<file path="src/rtl/toi2s_pkg.sv">
// Shared types and constants for the toi2s amplifier control path.
package toi2s_pkg;

    typedef enum logic [2:0] {
        StOff      = 3'd0,
        StPwrup    = 3'd1,
        StIssue    = 3'd2,
        StWait     = 3'd3,
        StLockWait = 3'd4,
        StRun      = 3'd5,
        StFault    = 3'd6
    } seq_state_e;

    localparam logic [15:0] CMD_TERM         = 16'h0000;
    localparam logic [6:0]  AMP_ADDR_DEFAULT = 7'h4C;

endpackage

</file>
<file path="src/rtl/toi2s_seq_timer.sv">
// Loadable counter with terminal flag: counts down to 0, or (CountUp) up to Limit.
// Holds at the terminal value until reloaded.
module toi2s_seq_timer #(
    parameter int unsigned Width   = 12,
    parameter bit          CountUp = 1'b0,
    parameter int unsigned Limit   = 0
) (
    input  logic             clk,
    input  logic             reset,
    input  logic             load,
    input  logic [Width-1:0] load_val,
    input  logic             en,
    output logic             zero
);

    localparam logic [Width-1:0] LimitW = Width'(Limit);

    logic [Width-1:0] count_q, count_d;

    // "zero" means no distance left to the terminal count in either mode.
    assign zero = CountUp ? (count_q == LimitW) : (count_q == '0);

    always_comb begin
        count_d = count_q;
        if (load) begin
            count_d = load_val;
        end else if (en && !zero) begin
            count_d = CountUp ? count_q + Width'(1) : count_q - Width'(1);
        end
    end

    always_ff @(posedge clk) begin
        if (reset) begin
            count_q <= '0;
        end else begin
            count_q <= count_d;
        end
    end

endmodule

</file>
<file path="src/rtl/amp_ctrl_seq.sv">
// Amplifier power-up / I2C init / lock-gated unmute sequencer.
// Build option AMP_SEQ_RETRY_EN: retry each NACKed write up to twice before faulting.
module amp_ctrl_seq
    import toi2s_pkg::*;
#(
    parameter int unsigned N_CMDS       = 8,
    parameter logic [6:0]  AMP_ADDR     = AMP_ADDR_DEFAULT,
    parameter int unsigned PWRUP_CYCLES = 4096,
    parameter int unsigned LOCK_HOLD    = 1024,
    localparam int unsigned IdxW        = (N_CMDS > 1) ? $clog2(N_CMDS) : 1
) (
    input  logic            clk,
    input  logic            reset,
    input  logic            enable,
    input  logic            mute_req,
    input  logic            lock,
    output logic [IdxW-1:0] cmd_idx,
    input  logic [15:0]     cmd_data,
    output logic            m_req,
    output logic [6:0]      m_dev,
    output logic [7:0]      m_reg,
    output logic [7:0]      m_data,
    input  logic            m_done,
    input  logic            m_nack,
    output logic            amp_nenable,
    output logic            amp_nmute,
    output logic            busy,
    output logic            err,
    output logic [2:0]      state
);

    localparam int unsigned PwrW  = (PWRUP_CYCLES > 2) ? $clog2(PWRUP_CYCLES) : 1;
    localparam int unsigned LockW = $clog2(LOCK_HOLD + 1);
    localparam logic [IdxW-1:0] LastIdx = IdxW'(N_CMDS - 1);

    seq_state_e      state_q, state_d;
    logic [IdxW-1:0] idx_q, idx_d;
    logic            end_q, end_d;    // last table slot already written
    logic [7:0]      m_reg_q, m_reg_d;
    logic [7:0]      m_data_q, m_data_d;
    logic            m_req_q;
    logic            nenable_q, nmute_q, busy_q;
    logic            err_q, err_d;
    logic            pwr_load, pwr_zero;
    logic            lock_clr, lock_reached;

`ifdef AMP_SEQ_RETRY_EN
    localparam logic [1:0] MaxRetry = 2'd2;
    logic [1:0] retry_q, retry_d;
`endif

    toi2s_seq_timer #(
        .Width   (PwrW),
        .CountUp (1'b0),
        .Limit   (0)
    ) u_pwr_timer (
        .clk      (clk),
        .reset    (reset),
        .load     (pwr_load),
        .load_val (PwrW'(PWRUP_CYCLES - 1)),
        .en       (state_q == StPwrup),
        .zero     (pwr_zero)
    );

    // Counts consecutive lock cycles while waiting; any gap or other state clears it.
    assign lock_clr = !((state_q == StLockWait) && lock);

    toi2s_seq_timer #(
        .Width   (LockW),
        .CountUp (1'b1),
        .Limit   (LOCK_HOLD)
    ) u_lock_timer (
        .clk      (clk),
        .reset    (reset),
        .load     (lock_clr),
        .load_val ('0),
        .en       (1'b1),
        .zero     (lock_reached)
    );

    always_comb begin
        state_d  = state_q;
        idx_d    = idx_q;
        end_d    = end_q;
        m_reg_d  = m_reg_q;
        m_data_d = m_data_q;
        pwr_load = 1'b0;
`ifdef AMP_SEQ_RETRY_EN
        retry_d  = retry_q;
`endif
        unique case (state_q)
            StOff: begin
                if (enable) begin
                    state_d  = StPwrup;
                    pwr_load = 1'b1;
                    idx_d    = '0;
                    end_d    = 1'b0;
`ifdef AMP_SEQ_RETRY_EN
                    retry_d  = '0;
`endif
                end
            end
            StPwrup: begin
                if (!enable)       state_d = StOff;
                else if (pwr_zero) state_d = StIssue;
            end
            StIssue: begin
                if (!enable) begin
                    state_d = StOff;
                end else if (end_q || (cmd_data == CMD_TERM)) begin
                    state_d = StLockWait;
                end else begin
                    m_reg_d  = cmd_data[15:8];
                    m_data_d = cmd_data[7:0];
                    state_d  = StWait;
                end
            end
            StWait: begin
                // An open transaction always runs to m_done, even when disabled.
                if (m_done) begin
                    if (!enable) begin
                        state_d = StOff;
                    end else if (!m_nack) begin
                        state_d = StIssue;
`ifdef AMP_SEQ_RETRY_EN
                        retry_d = '0;
`endif
                        if (idx_q == LastIdx) end_d = 1'b1;
                        else                  idx_d = idx_q + IdxW'(1);
                    end else begin
`ifdef AMP_SEQ_RETRY_EN
                        if (retry_q == MaxRetry) begin
                            state_d = StFault;
                        end else begin
                            retry_d = retry_q + 2'd1;
                            state_d = StIssue;
                        end
`else
                        state_d = StFault;
`endif
                    end
                end
            end
            StLockWait: begin
                if (!enable)                                 state_d = StOff;
                else if (lock_reached && lock && !mute_req) state_d = StRun;
            end
            StRun: begin
                if (!enable)               state_d = StOff;
                else if (!lock || mute_req) state_d = StLockWait;
            end
            StFault: begin
                if (!enable) state_d = StOff;
            end
            default: state_d = StOff;
        endcase
    end

    // err is sticky through OFF so software can see why the amp shut down.
    always_comb begin
        err_d = err_q;
        if (state_d == StFault)                                 err_d = 1'b1;
        else if ((state_q == StOff) && (state_d == StPwrup))    err_d = 1'b0;
    end

    always_ff @(posedge clk) begin
        if (reset) begin
            state_q   <= StOff;
            idx_q     <= '0;
            end_q     <= 1'b0;
            m_reg_q   <= '0;
            m_data_q  <= '0;
            m_req_q   <= 1'b0;
            nenable_q <= 1'b1;
            nmute_q   <= 1'b0;
            busy_q    <= 1'b0;
            err_q     <= 1'b0;
`ifdef AMP_SEQ_RETRY_EN
            retry_q   <= '0;
`endif
        end else begin
            state_q   <= state_d;
            idx_q     <= idx_d;
            end_q     <= end_d;
            m_reg_q   <= m_reg_d;
            m_data_q  <= m_data_d;
            // Request trails WAIT entry by a cycle, giving a two-cycle gap between writes.
            m_req_q   <= (state_q == StWait) && !m_done;
            nenable_q <= (state_d == StOff) || (state_d == StFault);
            nmute_q   <= (state_d == StRun);
            busy_q    <= !(state_d inside {StOff, StRun, StFault});
            err_q     <= err_d;
`ifdef AMP_SEQ_RETRY_EN
            retry_q   <= retry_d;
`endif
        end
    end

    assign cmd_idx     = idx_q;
    assign m_req       = m_req_q;
    assign m_dev       = AMP_ADDR;
    assign m_reg       = m_reg_q;
    assign m_data      = m_data_q;
    assign amp_nenable = nenable_q;
    assign amp_nmute   = nmute_q;
    assign busy        = busy_q;
    assign err         = err_q;
    assign state       = state_q;

endmodule
</file>
<file path="config.mk">
export PLATFORM = sky130hd
export DESIGN_NAME = amp_ctrl_seq
export DESIGN_NICKNAME = d
export VERILOG_FILES = /design/src/rtl/toi2s_pkg.sv /design/src/rtl/toi2s_seq_timer.sv /design/src/rtl/amp_ctrl_seq.sv
export SDC_FILE = /design/constraint.sdc
export NUM_CORES = 1
export LEC_CHECK = 0
export BUFFER_PORTS_ARGS = -buffer_cell sky130_fd_sc_hd__buf_4
export CORE_AREA = 2 2 80 82
export DETAILED_ROUTE_END_ITERATION = 8
export DIE_AREA = 0 0 82 84
export GPL_TIMING_DRIVEN = 0
export MAX_ROUTING_LAYER = met4
export PLACE_DENSITY = 0.73
export SYNTH_ARGS = -nofsm -noshare
export SYNTH_HDL_FRONTEND = slang
export SYNTH_SLANG_ARGS = --single-unit
</file>
<file path="constraint.sdc">
create_clock -name clk -period 3.2 [get_ports clk]
set_input_delay 0.64 -clock clk [delete_from_list [all_inputs] [get_ports clk]]
set_output_delay 0.64 -clock clk [all_outputs]
set_load 0.005 [all_outputs]
</file>
==> results.tsv, run 1 <==
stage	metric	value	unit
synth	synth.largest_area_cell	dfxtp_1	
synth	synth_ff_type	dfxtp_1	
place	io_buffers	48	
sta	maxSlewHeadroom	0.666	
synth	synth_area	2410	µm²
die	core_area	6100	µm²
global_route	grt_pass1_wl	8.58	mm
die	num_rows	29	
setup_path	cp_cell_sequence	inv_1, ha_1, nor4b_1, and3_1, o22ai_1, a2111oi_4, a21boi_2, nor3_1	
setup_path	startpoint	u_pwr_timer.count_q[0]	
detailed_routing	drt_first_pass_iters	4	
final_layout	multiInputGateArea	1270	µm²
sta	period_minus_slack	2210	ps
synth	syn_area_per_cell	9.30	µm²
setup_path	endpoint_kind	register	
sta	hold_violations	0	
detailed_routing	ant_nets	0	
clocking	cts_buffers	5	
global_route	grt_overflow	0	
synth	postSynthCellCount	259	
setup_path	worstPathRequired	3380	ps
final_layout	final_core_util	0.491	
setup_path	slowest_stage	nor4b_1	
sta	whs	484	ps
power	leakagePower	1.19	nW
clocking	cts_resized	0	
die	die_w	82	µm
final_layout	layout-drive-gt1-share	0.257	
clocking	clkTransAtPathRegs	90	ps
synth	ys_seq_area_frac	0.424	
synth	synth_area_leaders	dfxtp_1 (42%), mux2i_1 (6.6%), nor2_1 (5.8%)	
final_layout	final_cell_mix	buf_4 (56), dfxtp_1 (51), nor2_1 (37), a21oi_1 (20), mux2i_1 (16)	
setup_path	worstSetupStartpointType	register	
synth	ys_seq_elements	51	
global_route	antenna_found_initial	0	
final_layout	register_area	1020	µm²
clocking	hold_buffers	0	
sta	maxSlewViolCount	0	
die	io_pins	57	
flow_run	max_cap_violations	0	
die	start_util	0.395	
die	design.die.area	6890	µm²
final_layout	syn2layout_area_growth	24.2	%
final_layout	reg.largest.list	u_pwr_timer.count_q (12), u_lock_timer.count_q (11)	
setup_path	cp.buffers_inverters	1	
sta	finalCritPeriodShare	0.692	
setup_path	crit_path_max_fanout	4	
power	power_density	413	nW/µm²
clocking	clockRootBuffer	clkbuf_8	
final_layout	diodes	0	
detailed_routing	viasPerCell	5.05	
run_status	status	finished, final reports clean	
setup_path	cpLargestDelayFamily	simple AND/OR/NAND/NOR gates	
final_layout	final_net_count	347	
worst_hold_path	hp-start	err	
detailed_routing	wirelength	5.14	mm
place	hpwlAfterDp	3.82	mm
global_route	grt_usage	0.162	
synth	async_flop_share	0	
clocking	clk_latency	310	ps
sta	fmax	452	MHz
setup_path	cp_slowest_stage_delay	440	ps
sta	tns	0	ps
sta	fin_skew	3.68	ps
synth	yosysTopAreaCellShare	0.424	
sta	final-setup-viol-count	0	
setup_path	r2r_start	u_pwr_timer.count_q[0]	
clocking	clockBufferDepth	2	
synth	synth_edf_count	0	
clocking	post_cts_buffers	0	
global_route	grt_pass1_vias	1909	
worst_hold_path	hold_class	reg -> reg	
global_route	grt_max_degree	16	
final_layout	final_common_cell	buf_4	
clocking	htree_levels	2	
setup_path	crit_type	reg -> reg	
detailed_routing	drt_iter0_drc	71	
detailed_routing	drc	0	
detailed_routing	routedWlPerCell	13.0	µm
die	floorplan.die.height	84	µm
final_layout	top_register	u_pwr_timer.count_q	
sta	tightest_slew	494	ps
detailed_routing	vias	1998	
synth	ys_warn_count	0	
final_layout	largest_reg_flops	12	
synth	synth_cell_type_count	51	
sta	rsz0062_at_grt	no	
final_layout	fill_cells	578	
setup_path	crit_arrival	2400	ps
power	irDropWorstVdd	0.239	mV
clocking	cts_sinks	51	
clocking	cts_tree	yes	
place	gp_congestion	0.808	
-- worst paths after layout --
| check | to | slack [ps] | cells past startpoint |
|---|---|---|---|
| worst max-delay path | busy | 990 | 8 |
| worst min-delay path | err | 480 | 2 |
| worst max register to register | busy | 990 | 8 |
| worst min register to register | err | 480 | 2 |
-- power by group --
part	switching [mW]	leakage (nW)	internal [mW]
Clock	0.214	0.0502	0.229
Sequential	0.0164	0.415	0.651
Combinational	0.0631	0.723	0.0628
-- logic make-up after synthesis --
kind of cell / share of synthesized area
other cells: 0.00312
flops: 0.424
xor+xnor: 0.0727
buf+inv: 0.0551
simple gates: 0.254
compound gates: 0.0987
fa+ha+maj: 0.0260
mux: 0.0665
-- synthesized netlist by cell type, types with 5 or more instances --
library cell,count
dfxtp_1,51
nor2_1,37
a21oi_1,20
mux2i_1,16
xor2_1,14
nand2_1,13
nand3_1,9
buf_4,8
nor3_1,7
nor4_1,7
clkbuf_1,6
xnor2_1,6
ha_1,5
inv_1,5
nand3b_1,5
-- area by class of cell --
type	instances	area share
multi-input cells	189	0.426
flip-flops and latches	51	0.341
repair buffers	48	0.121
plain buffers	19	0.0381
well taps	77	0.0322
clock buffers	5	0.0230
clock inverters	2	0.0126
inverters	5	0.00628
-- per-stage QoR --
stage | instance area (µm²) | power [mW] | setup WS, ps | instances
after floorplan | 2430 | 0.760 | 1120 | 264
after global placement | 2880 | 0.804 | 704 | 389
after detailed placement | 2880 | 0.807 | 665 | 389
after CTS | 2990 | 1.24 | 963 | 396
after global routing | 2990 | 1.29 | 793 | 396
final | 2990 | 1.24 | 987 | 396
-- tightest hold or removal path, stage by stage, from the launching register on --
cell,delay [ps]
dfxtp_1,330
nand2_1,60
a21oi_1,50
-- routing by layer --
metal,global-route usage,vias to the layer above,share of wire
met5,-,-,0
met4,0.0591,0,0.0089
met3,0.0368,4,0.053
met2,0.254,58,0.48
met1,0.201,925,0.46
li1,-,1011,-
(Power assumes the default switching activity.)
==> run 2, diff against run 1 <==
--- a/config.mk
+++ b/config.mk
@@ -5,13 +5,14 @@
 export SDC_FILE = /design/constraint.sdc
 export NUM_CORES = 1
 export LEC_CHECK = 0
+export ABC_AREA = 1
 export BUFFER_PORTS_ARGS = -buffer_cell sky130_fd_sc_hd__buf_4
-export CORE_AREA = 2 2 80 82
+export CORE_AREA = 2 2 81 83
 export DETAILED_ROUTE_END_ITERATION = 8
-export DIE_AREA = 0 0 82 84
+export DIE_AREA = 0 0 83 85
 export GPL_TIMING_DRIVEN = 0
 export MAX_ROUTING_LAYER = met4
-export PLACE_DENSITY = 0.73
+export PLACE_DENSITY = 0.75
 export SYNTH_ARGS = -nofsm -noshare
 export SYNTH_HDL_FRONTEND = slang
 export SYNTH_SLANG_ARGS = --single-unit
==> constraint.sdc (replaced) <==
create_clock -name clk -period 2 [get_ports clk]
set_input_delay 0.4 -clock clk [delete_from_list [all_inputs] [get_ports clk]]
set_output_delay 0.4 -clock clk [all_outputs]
set_load 0.005 [all_outputs]
==> results.tsv, run 2 <==
stage	metric	value	unit	change
synth	synth_ff_type	dfxtp_1		
synth	synth_edf_count	0		unchanged
detailed_routing	viasPerCell	4.84		-4.0%
detailed_routing	drt_iter0_drc	104		+46%
die	io_pins	57		unchanged
place	dp.cells	475		+22%
detailed_routing	drc	0		unchanged
die	floorplan.die.height	85	µm	+1.2%
global_route	grt_pass1_vias	2196		+15%
setup_path	worstSetupStartpointType	register		
power	power_density	632	nW/µm²	+53%
global_route	gr-usage-met1	0.171		-0.0304
final_layout	final_net_count	436		+26%
setup_path	crit_type	reg -> reg		
synth	ys_warn_count	0		unchanged
sta	maxSlewViolCount	0		unchanged
sta	finalCritPeriodShare	0.914		+0.223
synth	synth_top_cells_by_count	dfxtp_1 (51), nand2_1 (47), inv_1 (45)		
sta	tightest_slew	537	ps	+43.4 ps
global_route	grtUsageMet3	0.0428		+0.00601
clocking	cts_sinks	51		unchanged
synth	synth_area	2470	µm²	+2.4%
global_route	grt_pass1_wl	9.10	mm	+6.0%
final_layout	final_cells	486		+23%
place	gp_congestion	0.791		-2.0%
power	leakagePower	1.33	nW	+12%
global_route	grt_overflow	0		unchanged
synth	yosysTopAreaCellShare	0.414		-0.0101
global_route	grt_usage	0.157		-0.00442
synth	ys_seq_area_frac	0.414		-0.0101
flow_run	max_cap_violations	0		unchanged
die	core_area	6200	µm²	+1.8%
final_layout	layout-drive-gt1-share	0.222		-0.0346
detailed_routing	wirelength	5.28	mm	+2.7%
power	power.sequential.fraction	0.554		+0.014
clocking	htree_levels	2		unchanged
sta	period_minus_slack	1830	ps	-385 ps
place	hpwlAfterDp	4.03	mm	+5.3%
die	start_util	0.398		+0.00255
final_layout	final_core_util	0.493		+0.00249
clocking	cts_buffers	5		unchanged
die	design.die.area	7060	µm²	+2.4%
power	comb_power_share	0.127		+0.025
synth	synth.largest_area_cell	dfxtp_1		
synth	async_flop_share	0		unchanged
final_layout	fill_cells	598		+3.5%
global_route	grt_max_degree	18		+2
sta	final-setup-viol-count	0		unchanged
clocking	clkTransAtPathRegs	100	ps	about the same
power	switching_share	0.272		+0.0347
final_layout	largest_reg_flops	12		unchanged
global_route	grtUsageMet2	0.284		+0.0295
clocking	clockBufferDepth	2		unchanged
final_layout	reg.largest.list	u_pwr_timer.count_q (12), u_lock_timer.count_q (11)		
setup_path	r2r_setup_slack	170	ps	-820 ps
detailed_routing	vias	2353		+18%
detailed_routing	routedWlPerCell	10.9	µm	-16%
clocking	clockRootBuffer	clkbuf_8		
worst_hold_path	hold_class	in -> reg		
global_route	antenna_found_initial	0		unchanged
setup_path	worstPathRequired	2210	ps	-1170 ps
final_layout	syn2layout_area_growth	24.0	%	
setup_path	endpoint_kind	register		
die	die_w	83	µm	+1.2%
power	p_int	1.41	mW	+49%
final_layout	top_register	u_pwr_timer.count_q		
synth	postSynthCellCount	345		+33%
power	irDropWorstVdd	0.318	mV	+33%
sta	hold_violations	0		unchanged
final_layout	final_common_cell	buf_4		
final_layout	final_cell_mix	buf_4 (59), dfxtp_1 (51), nand2_1 (47), inv_1 (45), nor2_1 (44)		
sta	whs	377	ps	-108 ps
synth	syn_area_per_cell	7.15	µm²	-23%
sta	fin_skew	12.1	ps	+8.45 ps
setup_path	crit_arrival	2040	ps	-360 ps
run_status	status	finished, final reports clean		
global_route	top_usage_layer	met2		
synth	yosysMostFrequentCell	dfxtp_1		
power	p_sw	0.526	mW	+79%
clocking	clk_latency	310	ps	about the same
synth	ys_seq_elements	51		unchanged
synth	synth_cell_type_count	34		-33%
place	io_buffers	48		unchanged
synth	synth_area_leaders	dfxtp_1 (41%), a21oi_1 (7.7%), nand2_1 (7.2%)		
detailed_routing	drt_first_pass_iters	4		unchanged
final_layout	diodes	0		unchanged
sta	fmax	547	MHz	+21%
die	num_rows	29		unchanged
power	clock_power_share	0.319		-0.039
setup_path	crit_path_max_fanout	5		+1
detailed_routing	ant_nets	0		unchanged
sta	maxSlewHeadroom	0.642		-0.0243
clocking	cts_tree	yes		
[run 2: changes by cell type in the layout (fill, tap and decap cells not counted), moves of 13 or more]
| cell | before | now |
|---|---|---|
| mux2i_1 | 16 | 0 |
| o21ai_0 | 2 | 31 |
| a21oi_1 | 20 | 38 |
| xor2_1 | 14 | 1 |
| inv_1 | 5 | 45 |
| nand2_1 | 13 | 47 |
[run 2: metrics by stage]
| stage | total power [mW] | TNS (ps) | instance area (µm²) | setup WS (ps) |
|---|---|---|---|---|
| CTS | 1.94 | 0 | 3030 | 182 |
| finish | 1.93 | 0 | 3060 | 172 |
| detailed placement | 1.33 | 0 | 2940 | 213 |
| global route | 2.02 | -17.2 | 3060 | -17.2 |
| floorplan | 1.25 | 0 | 2490 | 437 |
| global placement | 1.32 | 0 | 2940 | 224 |
[run 2: routing by layer]
metal	share of wire	vias to the layer above
met5	0	-
met4	0.012	0
met3	0.062	6
met2	0.48	70
met1	0.45	1042
li1	-	1235
[run 2: repair_timing]
item                                    in CTS  in global routing
endpoints found under the setup margin       0                  2
buffers inserted                             0                  3
hold buffers                                 0                  0
resized for setup                            0                  1
[run 2: path summary, 6_finish.rpt]
check / start / endpoint / cells after the start
setup / recovery: u_pwr_timer.count_q[0] / busy / 11
hold / removal: cmd_data[15] / m_reg[7] / 3
setup reg to reg: u_pwr_timer.count_q[0] / busy / 11
hold reg to reg: m_data[2] / m_data[2] / 2
[run 2: kinds of logic after synthesis]
family / share of synthesized area
compound gates: 0.176
xor+xnor: 0.00710
fa+ha+maj: 0.0254
buf+inv: 0.113
flops: 0.414
other cells: 0.00304
simple gates: 0.262
[run 2: cell type report]
class / instances / area (µm²) / area share
timing repair buffer: 51 / 383 / 0.125
clock inverter: 3 / 22.5 / 0.00736
inverter: 51 / 191 / 0.0626
clock buffer: 5 / 68.8 / 0.0225
multi-input combinational: 233 / 1190 / 0.389
buffer: 15 / 87.6 / 0.0286
sequential: 51 / 1020 / 0.334
tap: 77 / 96.3 / 0.0315
[run 2: power by group through the flow]
stage	logic [mW]	registers, mW	clock network (mW)
floorplan	0.158	1.09	0
global placement	0.231	1.09	0
detailed placement	0.236	1.09	0
CTS	0.237	1.07	0.630
global route	0.280	1.08	0.662
finish	0.246	1.07	0.616
[run 2: critical path, stage by stage, from the launching register on]
cell and delay (ps):
dfxtp_1 320, inv_1 110, ha_2 210, nand3_1 130, nor2_2 170, nand2_1 120, nand2_2 140, a21oi_1 110
nor2_2 170, nand3_2 110, nand3_2 100, nor2_2 30
